$ cat src/rtl/scc_isa_pkg.sv
// SCC ISA constants shared by the fetch pipeline: opcodes, bubble encoding,
// instruction field positions and the IF control state type.
package scc_isa_pkg;

  localparam logic [6:0]  OP_B  = 7'b1100000;
  localparam logic [6:0]  OP_BR = 7'b1100010;
  localparam logic [31:0] NOP   = 32'hC800_0000;

  localparam int OPC_MSB = 31;
  localparam int OPC_LSB = 25;
  localparam int RS_MSB  = 24;
  localparam int RS_LSB  = 20;
  localparam int IMM_MSB = 15;
  localparam int IMM_LSB = 0;

  typedef enum logic [1:0] {
    S_RESET = 2'd0,
    S_RUN   = 2'd1,
    S_HOLD  = 2'd2
  } if_state_t;

endpackage

$ cat src/rtl/pc_next_calc.sv
// Next-PC selection for the fetch stage: taken conditional branch, B, BR or
// sequential +4. Purely combinational; stall/reset hold is handled by the caller.
module pc_next_calc #(
  parameter int         ADDR_W = 32,
  parameter int         OFF_W  = 16,
  parameter logic [6:0] OP_B   = scc_isa_pkg::OP_B,
  parameter logic [6:0] OP_BR  = scc_isa_pkg::OP_BR
) (
  input  logic [ADDR_W-1:0] i_pc,
  input  logic [6:0]        i_opcode,
  input  logic [15:0]       i_imm,
  input  logic [ADDR_W-1:0] i_br_reg_data,
  input  logic              i_b_cond,
  input  logic [OFF_W-1:0]  i_b_rel_addr,
  output logic [ADDR_W-1:0] o_pc_next,
  output logic              o_redirect
);

  // Signed word offset -> byte offset at PC width; wraps modulo 2^ADDR_W.
  function automatic logic [ADDR_W-1:0] word_off(input logic signed [OFF_W-1:0] x);
    logic signed [ADDR_W-1:0] ext;
    ext = ADDR_W'(x);
    return ext <<< 2;
  endfunction

  logic signed [OFF_W-1:0] w_imm_off;
  assign w_imm_off = OFF_W'($signed(i_imm));

  always_comb begin
    o_pc_next  = i_pc + ADDR_W'(4);
    o_redirect = 1'b0;
    if (i_b_cond) begin
      o_pc_next  = i_pc + word_off(i_b_rel_addr);
      o_redirect = 1'b1;
    end else if (i_opcode == OP_B) begin
      o_pc_next  = i_pc + word_off(w_imm_off);
      o_redirect = 1'b1;
    end else if (i_opcode == OP_BR) begin
      o_pc_next  = i_br_reg_data + word_off(w_imm_off);
      o_redirect = 1'b1;
    end
  end

endmodule

$ cat src/rtl/if_stage.sv
// SCC instruction-fetch stage: owns the PC, registers the IM word into IF/ID,
// resolves B/BR locally and honours EX redirects, ID stalls and reset.
module if_stage #(
  parameter int                ADDR_W   = 32,
  parameter int                INSTR_W  = 32,
  parameter int                OFF_W    = 16,
  parameter logic [ADDR_W-1:0] RESET_PC = '0,
  parameter logic [31:0]       NOP      = scc_isa_pkg::NOP,
  parameter logic [6:0]        OP_B     = scc_isa_pkg::OP_B,
  parameter logic [6:0]        OP_BR    = scc_isa_pkg::OP_BR
) (
  input  logic               clk,
  input  logic               rst,
  input  logic [INSTR_W-1:0] instr_in,
  input  logic               stall,
  input  logic               b_cond,
  input  logic [OFF_W-1:0]   b_rel_addr,
  output logic [4:0]         br_reg_addr,
  input  logic [ADDR_W-1:0]  br_reg_data,
  output logic [ADDR_W-1:0]  pc,
  output logic [INSTR_W-1:0] instruction_out,
  output logic [ADDR_W-1:0]  pc_out,
  output logic               valid_out
);

  import scc_isa_pkg::*;

  localparam logic [INSTR_W-1:0] NOP_W = INSTR_W'(NOP);

  if_state_t           r_state;
  if_state_t           w_state_next;
  logic [ADDR_W-1:0]   r_pc;
  logic [INSTR_W-1:0]  r_instr_p1;
  logic [ADDR_W-1:0]   r_pc_p1;
  logic                r_vld_p1;
  logic [ADDR_W-1:0]   w_pc_next;
  logic                w_redirect;

  assign br_reg_addr = instr_in[RS_MSB:RS_LSB];

  pc_next_calc #(
    .ADDR_W (ADDR_W),
    .OFF_W  (OFF_W),
    .OP_B   (OP_B),
    .OP_BR  (OP_BR)
  ) u_pc_next_calc (
    .i_pc          (r_pc),
    .i_opcode      (instr_in[OPC_MSB:OPC_LSB]),
    .i_imm         (instr_in[IMM_MSB:IMM_LSB]),
    .i_br_reg_data (br_reg_data),
    .i_b_cond      (b_cond),
    .i_b_rel_addr  (b_rel_addr),
    .o_pc_next     (w_pc_next),
    .o_redirect    (w_redirect)
  );

  always_ff @(posedge clk) begin
    if (rst) r_state <= S_RESET;
    else     r_state <= w_state_next;
  end

  always_comb begin
    w_state_next = r_state;
    unique case (r_state)
      S_RESET: w_state_next = S_RUN;
      S_RUN,
      S_HOLD:  w_state_next = stall ? S_HOLD : S_RUN;
      default: w_state_next = S_RESET;
    endcase
  end

  // IF/ID boundary: PC update plus registered instruction, its PC and valid.
  always_ff @(posedge clk) begin
    if (rst) begin
      r_pc       <= RESET_PC;
      r_instr_p1 <= NOP_W;
      r_pc_p1    <= '0;
      r_vld_p1   <= 1'b0;
    end else if (r_state == S_RESET) begin
      r_instr_p1 <= NOP_W;
      r_vld_p1   <= 1'b0;
    end else if (b_cond) begin
      r_pc       <= w_pc_next;
      r_instr_p1 <= NOP_W;
      r_vld_p1   <= 1'b0;
    end else if (!stall) begin
      r_pc <= w_pc_next;
      if (w_redirect) begin
        r_instr_p1 <= NOP_W;
        r_vld_p1   <= 1'b0;
      end else begin
        r_instr_p1 <= instr_in;
        r_pc_p1    <= r_pc;
        r_vld_p1   <= 1'b1;
      end
    end
  end

  assign pc              = r_pc;
  assign instruction_out = r_instr_p1;
  assign pc_out          = r_pc_p1;
  assign valid_out       = r_vld_p1;

endmodule

$ cat config.mk
export PLATFORM = sky130hd
export DESIGN_NAME = if_stage
export DESIGN_NICKNAME = d
export VERILOG_FILES = /design/src/rtl/scc_isa_pkg.sv /design/src/rtl/pc_next_calc.sv /design/src/rtl/if_stage.sv
export SDC_FILE = /design/constraint.sdc
export NUM_CORES = 1
export LEC_CHECK = 0
export ABC_AREA = 1
export CAP_MARGIN = 20
export CORE_MARGIN = 1
export CORE_UTILIZATION = 25
export DETAILED_ROUTE_END_ITERATION = 10
export GPL_TIMING_DRIVEN = 0
export MAX_ROUTING_LAYER = met4
export PLACE_DENSITY = 0.53
export RECOVER_POWER = 25
export SLEW_MARGIN = 30
export SYNTH_ARGS = -nofsm -noshare
export SYNTH_HDL_FRONTEND = slang
export SYNTH_SLANG_ARGS = --single-unit
$ cat constraint.sdc
create_clock -name clk -period 5.6 [get_ports clk]
set_clock_uncertainty 0.05 [all_clocks]
set_input_delay 0.84 -clock clk [delete_from_list [all_inputs] [get_ports clk]]
set_output_delay 0.84 -clock clk [all_outputs]
set_load 0.02 [all_outputs]
* Word level (Yosys, flattened, before mapping)
Cells that the tools add are included.
W data, S select, Z words.
** Storage, ports and cells
- Logic and storage cells :: 35
- Register bits after elaboration :: 99
** Cells by class
- Mux-type cells :: 12
- Bitwise gates (word level) :: 4
- Equality and inequality tests :: 5
- $add $sub $neg :: 4
- Reductions and logical operators :: 5
** Operator list (number)
- $mux W32 :: 6
- $add A32 B32 Y32 :: 3
- $add A32 B3 Y32 const B :: 1
- $eq A7 B7 Y1 const B :: 2
- $mux W1 :: 4
- $not A1 Y1 :: 4
- $pmux W2 S2 :: 1
- $reduce_and A4 Y1 :: 1
- $reduce_or A3 Y1 :: 1
- $eq A2 B1 Y1 const B :: 1
- $eq A2 B2 Y1 const B :: 1
- $logic_not A2 Y1 :: 1
- $mux W2 :: 1
- $ne A2 B1 Y1 const B :: 1
- $reduce_and A2 Y1 :: 1
- $reduce_or A2 Y1 :: 1

* Logic depth before layout (Yosys ltp)
Gate-level depths: netlist of the first run.
- Word-level depth :: 6
- Mapped depth :: 18

* Cells and area by module
Synthesis of the first run repeated with hierarchy kept, for this count alone.
** Unflattened totals
- Cells, all modules :: 2078
- Area, all modules :: 11616.1 µm²
** By module, submodules not included
- pc_next_calc :: cells each 1497, times used 1, area each 7478.4 µm²
- if_stage :: cells each 581, times used 1, area each 4137.7 µm²

* Least setup slack after synthesis of the first run
No wires, ideal clock.
- Path type :: in2reg
- From :: input instr_in[0]
- To :: register r_pc[18], in the netlist pc[18]
- Arrival time :: 2.457 ns
- Required time :: 5.428 ns
- Stages on the path :: 12
- Path buffers :: 0
- Slack :: 2.971 ns
- Library setup time :: 0.122 ns
- Cells stage by stage :: ha_1 fa_1 nand3_1 nand3_1 nand2_1 nand3_1 a21oi_1 nor2_1 o21ai_0 o21ai_0 o21ai_0 a21oi_1
** On the way
- Longest elaborated chain between the ends :: 6
** Ends and longest elaborated chain
- start: declaration :: line if_stage.sv:14 : input logic [INSTR_W-1:0] instr_in,
- $add A32 B32 Y32 :: line pc_next_calc.sv:39 : o_pc_next = i_br_reg_data + word_off(w_imm_off);
- $mux W32 :: line pc_next_calc.sv:38 : end else if (i_opcode == OP_BR) begin
- $mux W32 (*) :: line pc_next_calc.sv:35 : end else if (i_opcode == OP_B) begin
- $mux W32 (*) :: line pc_next_calc.sv:32 : if (i_b_cond) begin
- $mux W32 :: line if_stage.sv:86 : end else if (!stall) begin
- $mux W32 (*) :: line if_stage.sv:82 : end else if (b_cond) begin
- end signal: assignment :: line if_stage.sv:83 : r_pc <= w_pc_next;
- end signal: assignment :: line if_stage.sv:87 : r_pc <= w_pc_next;
- end: declaration :: line if_stage.sv:32 : logic [ADDR_W-1:0] r_pc;
Mark *: on every way between the ends. The rest lies on a longest branch, timed or not. The select of a mux whose other input is x is not followed.
A chain may end at the register's enable or synchronous reset.

* Final worst setup path of the first run
Same ends and word-level chain as after synthesis.

==> impl_metrics.yaml, run 1 <==
hold_path:
  hp-class: "flop to flop"
  hold_depth: 2
  hold_start: "valid_out$_SDFFE_PP0N_"
drt:
  number_of_vias_in_the_routed_layout: 12805
  drt-wirelength-per-cell_um: 19.5
  antenna_left: 0
  dr.pass1.iters: 5
  postRouteWirelength_um: 49900
  first_iter_violations: 1026
  avgViaCountPerCell: 5.01
  drt_drc_violations_left: 0
yosys:
  synthesis.area_per_instance_um2: 5.92
  synthMuxAreaShare_pct: 0
  post_synthesis_cell_type_count: 54
  synth.yosys.seq_area_share_pct: 18.4
  synth_largest_type_area_fraction_pct: 18.4
  async_flop_share_pct: 0
  synthesis.area_um2: 10800
  synthXorXnorAreaFrac_pct: 3.58
  post_synth_inst_count: 1819
  synthFlopType: "dfxtp_1"
  synth.ff_latch_count: 99
  synth_enable_flop_cells: 0
  netlist_top_cells_area: "dfxtp_1 (18%), nand2_1 (17%), ha_1 (10%)"
  synthAdderAreaFrac_pct: 11.0
  synth-simple-area-share_pct: 36.9
  synth_compound_gate_area_share_pct: 19.6
  ys_warn_count: 0
  synth.net_count: 1996
  synth.largest_area_cell: "dfxtp_1"
  synth_top_family_by_area: "simple AND/OR/NAND/NOR gates"
worst_setup_path:
  reg2regPathDepth: 12
  critPathSlowestCell: "fa_1"
  path_cells: "clkdlybuf4s50_1 -> ha_1 -> fa_1 -> nand3_1 -> nand3_1 -> nand2_1 -> nand3_1 -> a21oi_1 -> nor2_1 -> o21ai_0 -> o21ai_0 -> o21ai_0 -> a21oi_1"
  worst_r2r_startpoint: "pc[13]$_SDFFE_PP0P_"
  type_of_the_worst_setup_path: "primary input to flop"
  cp_max_fo: 4
  timing.critical_path.arrival_ps: 3780
  critical-path-max-stage-delay_ps: 460
  worstSetupStartpoint: "instr_in[0]"
  endpoint_class_of_the_critical_path: "flop"
  crit_required_ps: 5810
  critPathLaunchType: "primary input"
final_layout:
  design.final.nets: 2191
  drive_gt1_share_pct: 4.21
  number_of_antenna_cells_inserted: 0
  final_cell_mix: "nand2_1 (489), inv_1 (211), a21oi_1 (192)"
  filler_cell_count: 4780
  final_cells: 2558
  areaGrowthSynthToFinish_pct: 25.9
  mostFrequentLayoutCell: "nand2_1"
clock_network:
  number_of_h_tree_levels: 3
  clk_pin_slew_worst_paths_ps: 80
  post_cts.resized_instances: 0
  clock_sinks: 99
  cts_buffers: 9
  cts-hold-fix-buffers: 0
  cts_setup_buffers: 0
  worst_skew_pair_latency_ps: 380
  clock-root-buffer: "clkbuf_16"
  cts_tree: "built"
  clk_path_buf_depth: 2
timing:
  setup_viol_count_final: 0
  worst_slew_margin_rel_pct: 42.4
  worst_pin_slew_ps: 857
  maxSlewViolCount: 0
  report.final.hold_viol_count: 0
  grt_setup_unrepaired: "false"
  post-route-period-util_pct: 63.8
  setup_total_negative_slack_ps: 0
  final.min_clock_period_ps: 3570
  fmax_mhz: 280
floorplanning:
  start_util_pct: 25.5
  top_level_ports: 186
  die_height_um: 210
  total_die_area_um2: 43900
  design.core.area_um2: 42200
  placementRows: 75
  chipWidth_um: 210
placed_design:
  portBuffers: 183
  gpl.final_weighted_congestion: 0.967
  hpwlAfterDp_um: 41200
  placed_cells: 2542
run:
  max-cap-violations: 0
global_routing:
  global_route_wire_length_before_repair_um: 74200
  grt_pass1_vias: 12282
  grt_overflow_total: 0
  maximum_number_of_pins_on_one_net_before_global_route_repair: 21
  grt_util_all_layers_pct: 22.9
  antenna_found_initial: 0
pwr:
  power.leakage_nw: 6.19
  peakVddDrop_mv: 0.152
  cellPowerDensity_nw_per_um2: 215
  total_power_w: 0.00292
status:
  outcome: "finished clean"
[layout make-up]
cell class	instances	area, um2	share of cell area, %
plain buffers	57	305	2.25
clock buffers	10	239	1.76
clock inverters	6	53.8	0.396
inverters	217	816	6.01
multi-input cells	1446	7640	56.3
flip-flops and latches	99	1980	14.6
well taps	539	674	4.97
repair buffers	184	1850	13.7
[synth_stat cells, drive strengths merged (5+ instances only)]
| cell type | count |
|---|---|
| o21a | 6 |
| nand4 | 23 |
| nand3 | 165 |
| a21oi | 194 |
| nor3 | 37 |
| dfxtp | 99 |
| ha | 90 |
| nand3b | 8 |
| xnor2 | 12 |
| or2 | 7 |
| o21ai | 126 |
| xor2 | 32 |
| nor4 | 5 |
| o211ai | 15 |
| o21bai | 17 |
| clkbuf | 24 |
| a31oi | 8 |
| buf | 33 |
| a21boi | 6 |
| nor2 | 179 |
| inv | 215 |
| nand2 | 494 |
[per-layer routing]
metal / track usage (%) / vias to the layer above / wire, um
li1: - / 6431 / -
met1: 30.5 / 5934 / 23600
met2: 37.7 / 408 / 23200
met3: 2.54 / 32 / 2450
met4: 4.10 / 0 / 689
met5: - / - / 0
[power breakdown]
group	switching [W]	internal, W
clock	0.000329	0.000323
combinational	0.000888	0.000496
sequential	0.000127	0.000753
total	0.00134	0.00157
[metrics by stage]
| step | instance area [um2] | hold slack [ps] | utilization [%] | setup slack [ps] |
|---|---|---|---|---|
| 2_1_floorplan | 10800 | 480 | - | 2970 |
| 6_report | 13600 | 410 | 32.1 | 2030 |
| 5_1_grt | 13600 | 430 | 32.1 | 1820 |
| 3_3_place_gp | 13300 | 393 | 31.5 | 762 |
| 3_5_place_dp | 13300 | 404 | 31.5 | 1690 |
| 4_1_cts | 13600 | 414 | 32.2 | 2070 |
[worst paths after layout]
kind | to | slack (ps)
worst min register to register | valid_out$_SDFFE_PP0N_ | 410
worst min-delay path | valid_out$_SDFFE_PP0N_ | 410
worst max-delay path | pc[18]$_SDFFE_PP0P_ | 2030
worst max register to register | pc[23]$_SDFFE_PP0P_ | 2730
[cells by family (layout without fill, tap and decap cells)]
family,count (synthesis),in the layout
XOR/XNOR,44,44
AO/OA/AOI/OAI,387,387
adder cells (fa/ha/maj),93,93
buffers and inverters,274,474
AND/OR/NAND/NOR,922,922
flip-flops,99,99
[flip-flops by register name, summed over array words and instances, names as in the netlist]
name and flops:
instruction_out 32, pc 32, pc_out 32, r_state 2, valid_out 1
[worst max-delay path, delay by kind of cell]
family | cells | cell delay, ps
AOI/OAI and AO/OA | 5 | 1160
and+or+nand+nor | 5 | 620
adders and majority gates | 2 | 720
buffers and inverters | 1 | 450
(Power assumes the default switching activity.)
==> inputs of run 2 (changes only) <==
--- a/config.mk
+++ b/config.mk
@@ -12,7 +12,7 @@
 export DETAILED_ROUTE_END_ITERATION = 10
 export GPL_TIMING_DRIVEN = 0
 export MAX_ROUTING_LAYER = met4
-export PLACE_DENSITY = 0.53
+export PLACE_DENSITY = 0.54
 export RECOVER_POWER = 25
 export SLEW_MARGIN = 30
 export SYNTH_ARGS = -nofsm -noshare
==> constraint.sdc (replaced) <==
create_clock -name clk -period 2.92 [get_ports clk]
set_clock_uncertainty 0.05 [all_clocks]
set_input_delay 0.438 -clock clk [delete_from_list [all_inputs] [get_ports clk]]
set_output_delay 0.438 -clock clk [all_outputs]
set_load 0.02 [all_outputs]
==> impl_metrics.yaml, run 2 (same netlist as run 1, synthesis figures left out) <==
status:
  outcome: "finished clean"
pwr:
  switching_share_of_power_pct: 46.0
  p_clk_share_pct: 21.8
  cellPowerDensity_nw_per_um2: 408
  power.combinational.fraction_pct: 48.1
  switchingPower_w: 0.00257
  internal_power_w: 0.00302
  seq_power_share_pct: 30.1
  power.leakage_nw: 6.27
  peakVddDrop_mv: 0.335
drt:
  antenna_left: 0
  postRouteWirelength_um: 49400
  number_of_vias_in_the_routed_layout: 12859
  dr.pass1.iters: 5
  drt-wirelength-per-cell_um: 19.3
  avgViaCountPerCell: 5.02
  first_iter_violations: 952
  drt_drc_violations_left: 0
timing:
  grt_setup_unrepaired: "true"
  final.min_clock_period_ps: 2850
  fmax_mhz: 351
  maxSlewViolCount: 0
  finalWorstSetupSlack_ps: 73.1
  post-route-period-util_pct: 97.5
  worst_pin_slew_ps: 872
  setup_viol_count_final: 0
  worst_slew_margin_rel_pct: 41.9
  report.final.hold_viol_count: 0
final_layout:
  drive_gt1_share_pct: 5.69
  number_of_antenna_cells_inserted: 0
  final_core_util_pct: 32.5
  final_cell_mix: "nand2_1 (486), inv_1 (211), a21oi_1 (188)"
  design.final.nets: 2194
  mostFrequentLayoutCell: "nand2_1"
  filler_cell_count: 4726
  areaGrowthSynthToFinish_pct: 27.3
clock_network:
  clock-root-buffer: "clkbuf_16"
  cts_buffers: 9
  clk_pin_slew_worst_paths_ps: 80
  number_of_h_tree_levels: 3
  clk_path_buf_depth: 2
  worst_skew_pair_latency_ps: 370
  cts_tree: "built"
  cts-hold-fix-buffers: 0
  clock_sinks: 99
global_routing:
  global_route_wire_length_before_repair_um: 74000
  grt_util_all_layers_pct: 22.8
  grt_pass1_vias: 12526
  grt_overflow_total: 0
  maximum_number_of_pins_on_one_net_before_global_route_repair: 27
  antenna_found_initial: 0
placed_design:
  hpwlAfterDp_um: 41100
  portBuffers: 183
  dpl_worst_slack_ps: -620
  gpl.final_weighted_congestion: 0.980
worst_setup_path:
  critPathLaunchType: "primary input"
  path_cells: "dlygate4sd2_1 -> ha_1 -> a21oi_1 -> o21ai_0 -> a21oi_1 -> nand3_1 -> a21oi_1 -> xor2_1 -> nand2_1 -> nand3_1 -> nand2_1 -> inv_1"
  cpMostUsedCell: "a21oi_1"
  cp_max_fo: 15
  endpoint_class_of_the_critical_path: "flop"
  critical-path-max-stage-delay_ps: 630
  timing.critical_path.arrival_ps: 3120
  crit_required_ps: 3190
  critPathSlowestCell: "dlygate4sd2_1"
  type_of_the_worst_setup_path: "primary input to flop"
floorplanning:
  die_height_um: 210
  total_die_area_um2: 43900
  chipWidth_um: 210
  placementRows: 75
  design.core.area_um2: 42200
  top_level_ports: 186
  start_util_pct: 25.5
hold_path:
  hp-class: "flop to flop"
run:
  max-cap-violations: 0
run 2: cell types whose count changed in the layout (fill, tap and decap cells not counted), moves of 4 or more:
cell | previous run | this run
dlymetal6s2s_1 | 0 | 6
o21ai_0 | 124 | 119
ha_2 | 0 | 4
ha_4 | 0 | 4
clkdlybuf4s50_1 | 139 | 130
ha_1 | 90 | 82
a21oi_2 | 2 | 6
a21oi_1 | 192 | 188
run 2: worst paths after layout:
path | endpoint | slack (ps) | cells past startpoint | start
worst min-delay path | instruction_out[22]$_SDFFE_PP0N_ | 420 | 2 | instruction_out[22]$_SDFFE_PP0N_
worst min register to register | instruction_out[22]$_SDFFE_PP0N_ | 420 | 2 | instruction_out[22]$_SDFFE_PP0N_
worst max register to register | pc[29]$_SDFFE_PP0P_ | 160 | 11 | pc[20]$_SDFFE_PP0P_
worst max-delay path | pc[29]$_SDFFE_PP0P_ | 70 | 12 | b_rel_addr[15]
run 2: worst max-delay path: cells and delay by family:
| family | cells | cell delay [ps] |
|---|---|---|
| simple gates | 4 | 480 |
| xor+xnor | 1 | 270 |
| compound gates | 4 | 860 |
| fa+ha+maj | 1 | 390 |
| buf+inv | 2 | 670 |
run 2: power groups by stage:
stage | Clock [W] | Sequential (W) | Combinational, W
global route | 0.00129 | 0.00169 | 0.00297
floorplan | 0 | 0.00169 | 0.00158
detailed placement | 0 | 0.00170 | 0.00262
CTS | 0.00125 | 0.00167 | 0.00265
global placement | 0 | 0.00170 | 0.00261
finish | 0.00122 | 0.00168 | 0.00269
run 2: metrics by stage:
stage	power, W	hold slack (ps)	instance area (um2)	std cells	setup TNS [ps]
2_1_floorplan	0.00327	480	10800	1819	0
3_3_place_gp	0.00431	393	13300	2541	-20370
3_5_place_dp	0.00432	407	13300	2542	-6960
4_1_cts	0.00557	422	13600	2558	0
5_1_grt	0.00594	436	13700	2561	-30.3
6_report	0.00559	416	13700	2561	0
run 2: routing by layer:
metal | wire, um | part of all wire (%) | vias up | track usage [%]
met3 | 2560 | 5.2 | 54 | 2.78
met5 | 0 | 0 | - | -
met1 | 23200 | 47 | 5961 | 30.2
met4 | 954 | 1.9 | 0 | 4.91
li1 | - | - | 6452 | -
met2 | 22700 | 46 | 392 | 37.0
run 2: timing repair:
item | CTS | global route
resized for setup | 8 | 30
endpoints found under the setup margin | 4 | 20
cloned | 0 | 0
pin swaps | 0 | 2
buffers inserted | 0 | 3
run 2: area by class of cell:
type                    count  area [um2]  share of cell area [%]
multi-input cells        1446        7760                    56.6
clock inverters             7        58.8                   0.429
clock buffers               9         225                    1.64
inverters                 217         816                    5.95
repair buffers            187        1880                    13.7
well taps                 539         674                    4.92
flip-flops and latches     99        1990                    14.5
plain buffers              57         313                    2.28
==> inputs of run 3 (changes only) <==
--- a/config.mk
+++ b/config.mk
@@ -14,6 +14,7 @@
 export MAX_ROUTING_LAYER = met4
 export PLACE_DENSITY = 0.54
 export RECOVER_POWER = 25
+export SKIP_LAST_GASP = 1
 export SLEW_MARGIN = 30
 export SYNTH_ARGS = -nofsm -noshare
 export SYNTH_HDL_FRONTEND = slang
==> impl_metrics.yaml, run 3 (same netlist as run 1, synthesis figures left out) <==
status:
  outcome: "finished clean"
final_layout:
  mostFrequentLayoutCell: "nand2_1"
  filler_cell_count: 4725
  design.final.nets: 2194
  drive_gt1_share_pct: 5.74
  final_core_util_pct: 32.5
  total_non_filler_cell_area_in_the_finished_layout_um2: 13700
  final_cell_mix: "nand2_1 (486), inv_1 (210), a21oi_1 (188)"
  multi_input_area_um2: 7760
  areaGrowthSynthToFinish_pct: 27.3
  area.sequential_um2: 1990
  number_of_antenna_cells_inserted: 0
worst_setup_path:
  cpMostUsedCell: "nand2_1"
  critPathLaunchType: "primary input"
  timing.critical_path.arrival_ps: 3080
  path_cells: "clkdlybuf4s50_1 -> ha_1 -> nand2_1 -> nor2_1 -> nand2_1 -> o211ai_1 -> nand2_1 -> nand2_1 -> a21oi_1 -> o21a_1 -> o21ai_1 -> nand3_1 -> nand2_1 -> inv_1"
  critical-path-max-stage-delay_ps: 560
  setup_slack_of_the_most_critical_reg_to_reg_path_ps: 190
  critPathSlowestCell: "clkdlybuf4s50_1"
  cp_max_fo: 4
  type_of_the_worst_setup_path: "primary input to flop"
  crit_required_ps: 3130
  endpoint_class_of_the_critical_path: "flop"
timing:
  worst_slew_margin_rel_pct: 43.0
  report.final.hold_viol_count: 0
  worst_pin_slew_ps: 856
  setup_viol_count_final: 0
  fmax_mhz: 349
  post-route-period-util_pct: 98.1
  final.min_clock_period_ps: 2860
  maxSlewViolCount: 0
  setup_total_negative_slack_ps: 0
  grt_setup_unrepaired: "true"
pwr:
  power.leakage_nw: 6.28
  peakVddDrop_mv: 0.332
  cellPowerDensity_nw_per_um2: 407
run:
  max-cap-violations: 0
clock_network:
  clk_path_buf_depth: 2
  worst_skew_pair_latency_ps: 370
  clock_sinks: 99
  number_of_h_tree_levels: 3
  cts-hold-fix-buffers: 0
  clk_pin_slew_worst_paths_ps: 80
  cts_tree: "built"
  clock-root-buffer: "clkbuf_16"
  cts_buffers: 9
global_routing:
  grt_overflow_total: 0
  maximum_number_of_pins_on_one_net_before_global_route_repair: 27
  grt_pass1_vias: 12523
  global_route_wire_length_before_repair_um: 74000
  antenna_found_initial: 0
  grt_util_all_layers_pct: 22.8
drt:
  first_iter_violations: 947
  postRouteWirelength_um: 49500
  avgViaCountPerCell: 5.04
  number_of_vias_in_the_routed_layout: 12919
  antenna_left: 0
  drt-wirelength-per-cell_um: 19.3
  drt_drc_violations_left: 0
  dr.pass1.iters: 6
floorplanning:
  placementRows: 75
  total_die_area_um2: 43900
  start_util_pct: 25.5
  die_height_um: 210
  design.core.area_um2: 42200
  chipWidth_um: 210
  top_level_ports: 186
hold_path:
  hp-class: "flop to flop"
placed_design:
  portBuffers: 183
  hpwlAfterDp_um: 41100
  post_dp_cell_area_um2: 13300
  gpl.final_weighted_congestion: 0.980
==> run 3: what timing repair did <==
| action | in CTS | in global routing |
|---|---|---|
| pin swaps | 0 | 2 |
| resized for setup | 4 | 36 |
| gates cloned | 0 | 0 |
| buffers inserted | 0 | 3 |
| hold endpoints to repair | 0 | 0 |
| endpoints found under the setup margin | 4 | 20 |
==> run 3: cell type report <==
type                            instances  area share [%]
Timing Repair Buffer                  187            13.7
Inverter                              217            5.95
Multi-Input combinational cell       1446            56.6
Tap cell                              539            4.92
Buffer                                 57            2.28
Clock buffer                            9            1.64
Clock inverter                          7           0.429
Sequential cell                        99            14.5
==> run 3: final timing paths <==
kind                                                        from                               end  depth (start not counted)
worst max-delay path                                 instr_in[7]               pc[14]$_SDFFE_PP0P_                         14
worst min-delay path            instruction_out[22]$_SDFFE_PP0N_  instruction_out[22]$_SDFFE_PP0N_                          2
worst max register to register               pc[20]$_SDFFE_PP0P_               pc[29]$_SDFFE_PP0P_                         11
worst min register to register  instruction_out[22]$_SDFFE_PP0N_  instruction_out[22]$_SDFFE_PP0N_                          2
==> run 3: layer usage <==
layer | global-route usage (%) | vias to the layer above | share of wire (%)
met5 | - | - | 0
met4 | 4.91 | 0 | 1.9
met3 | 2.78 | 59 | 5.7
met2 | 37.0 | 423 | 46
met1 | 30.1 | 5991 | 46
li1 | - | 6446 | -
==> run 3: power by group <==
group          internal, W  switching (W)
registers          0.00145       0.000234
logic             0.000977        0.00171
clock network     0.000595       0.000622
total              0.00302        0.00257
==> run 3: critical path: cells and delay by family <==
kind	cells	cell delay [ps]
compound gates	4	680
fa+ha+maj	1	440
simple gates	7	920
buf+inv	2	590
==> run 3: metrics by stage <==
step	hold slack [ps]	power, W	instances	setup WS [ps]
floorplan	480	0.00327	1819	674
global placement	393	0.00431	2541	-1620
detailed placement	407	0.00432	2542	-620
CTS	422	0.00556	2558	-105
global route	436	0.00595	2561	-20.6
finish	417	0.00559	2561	55.0
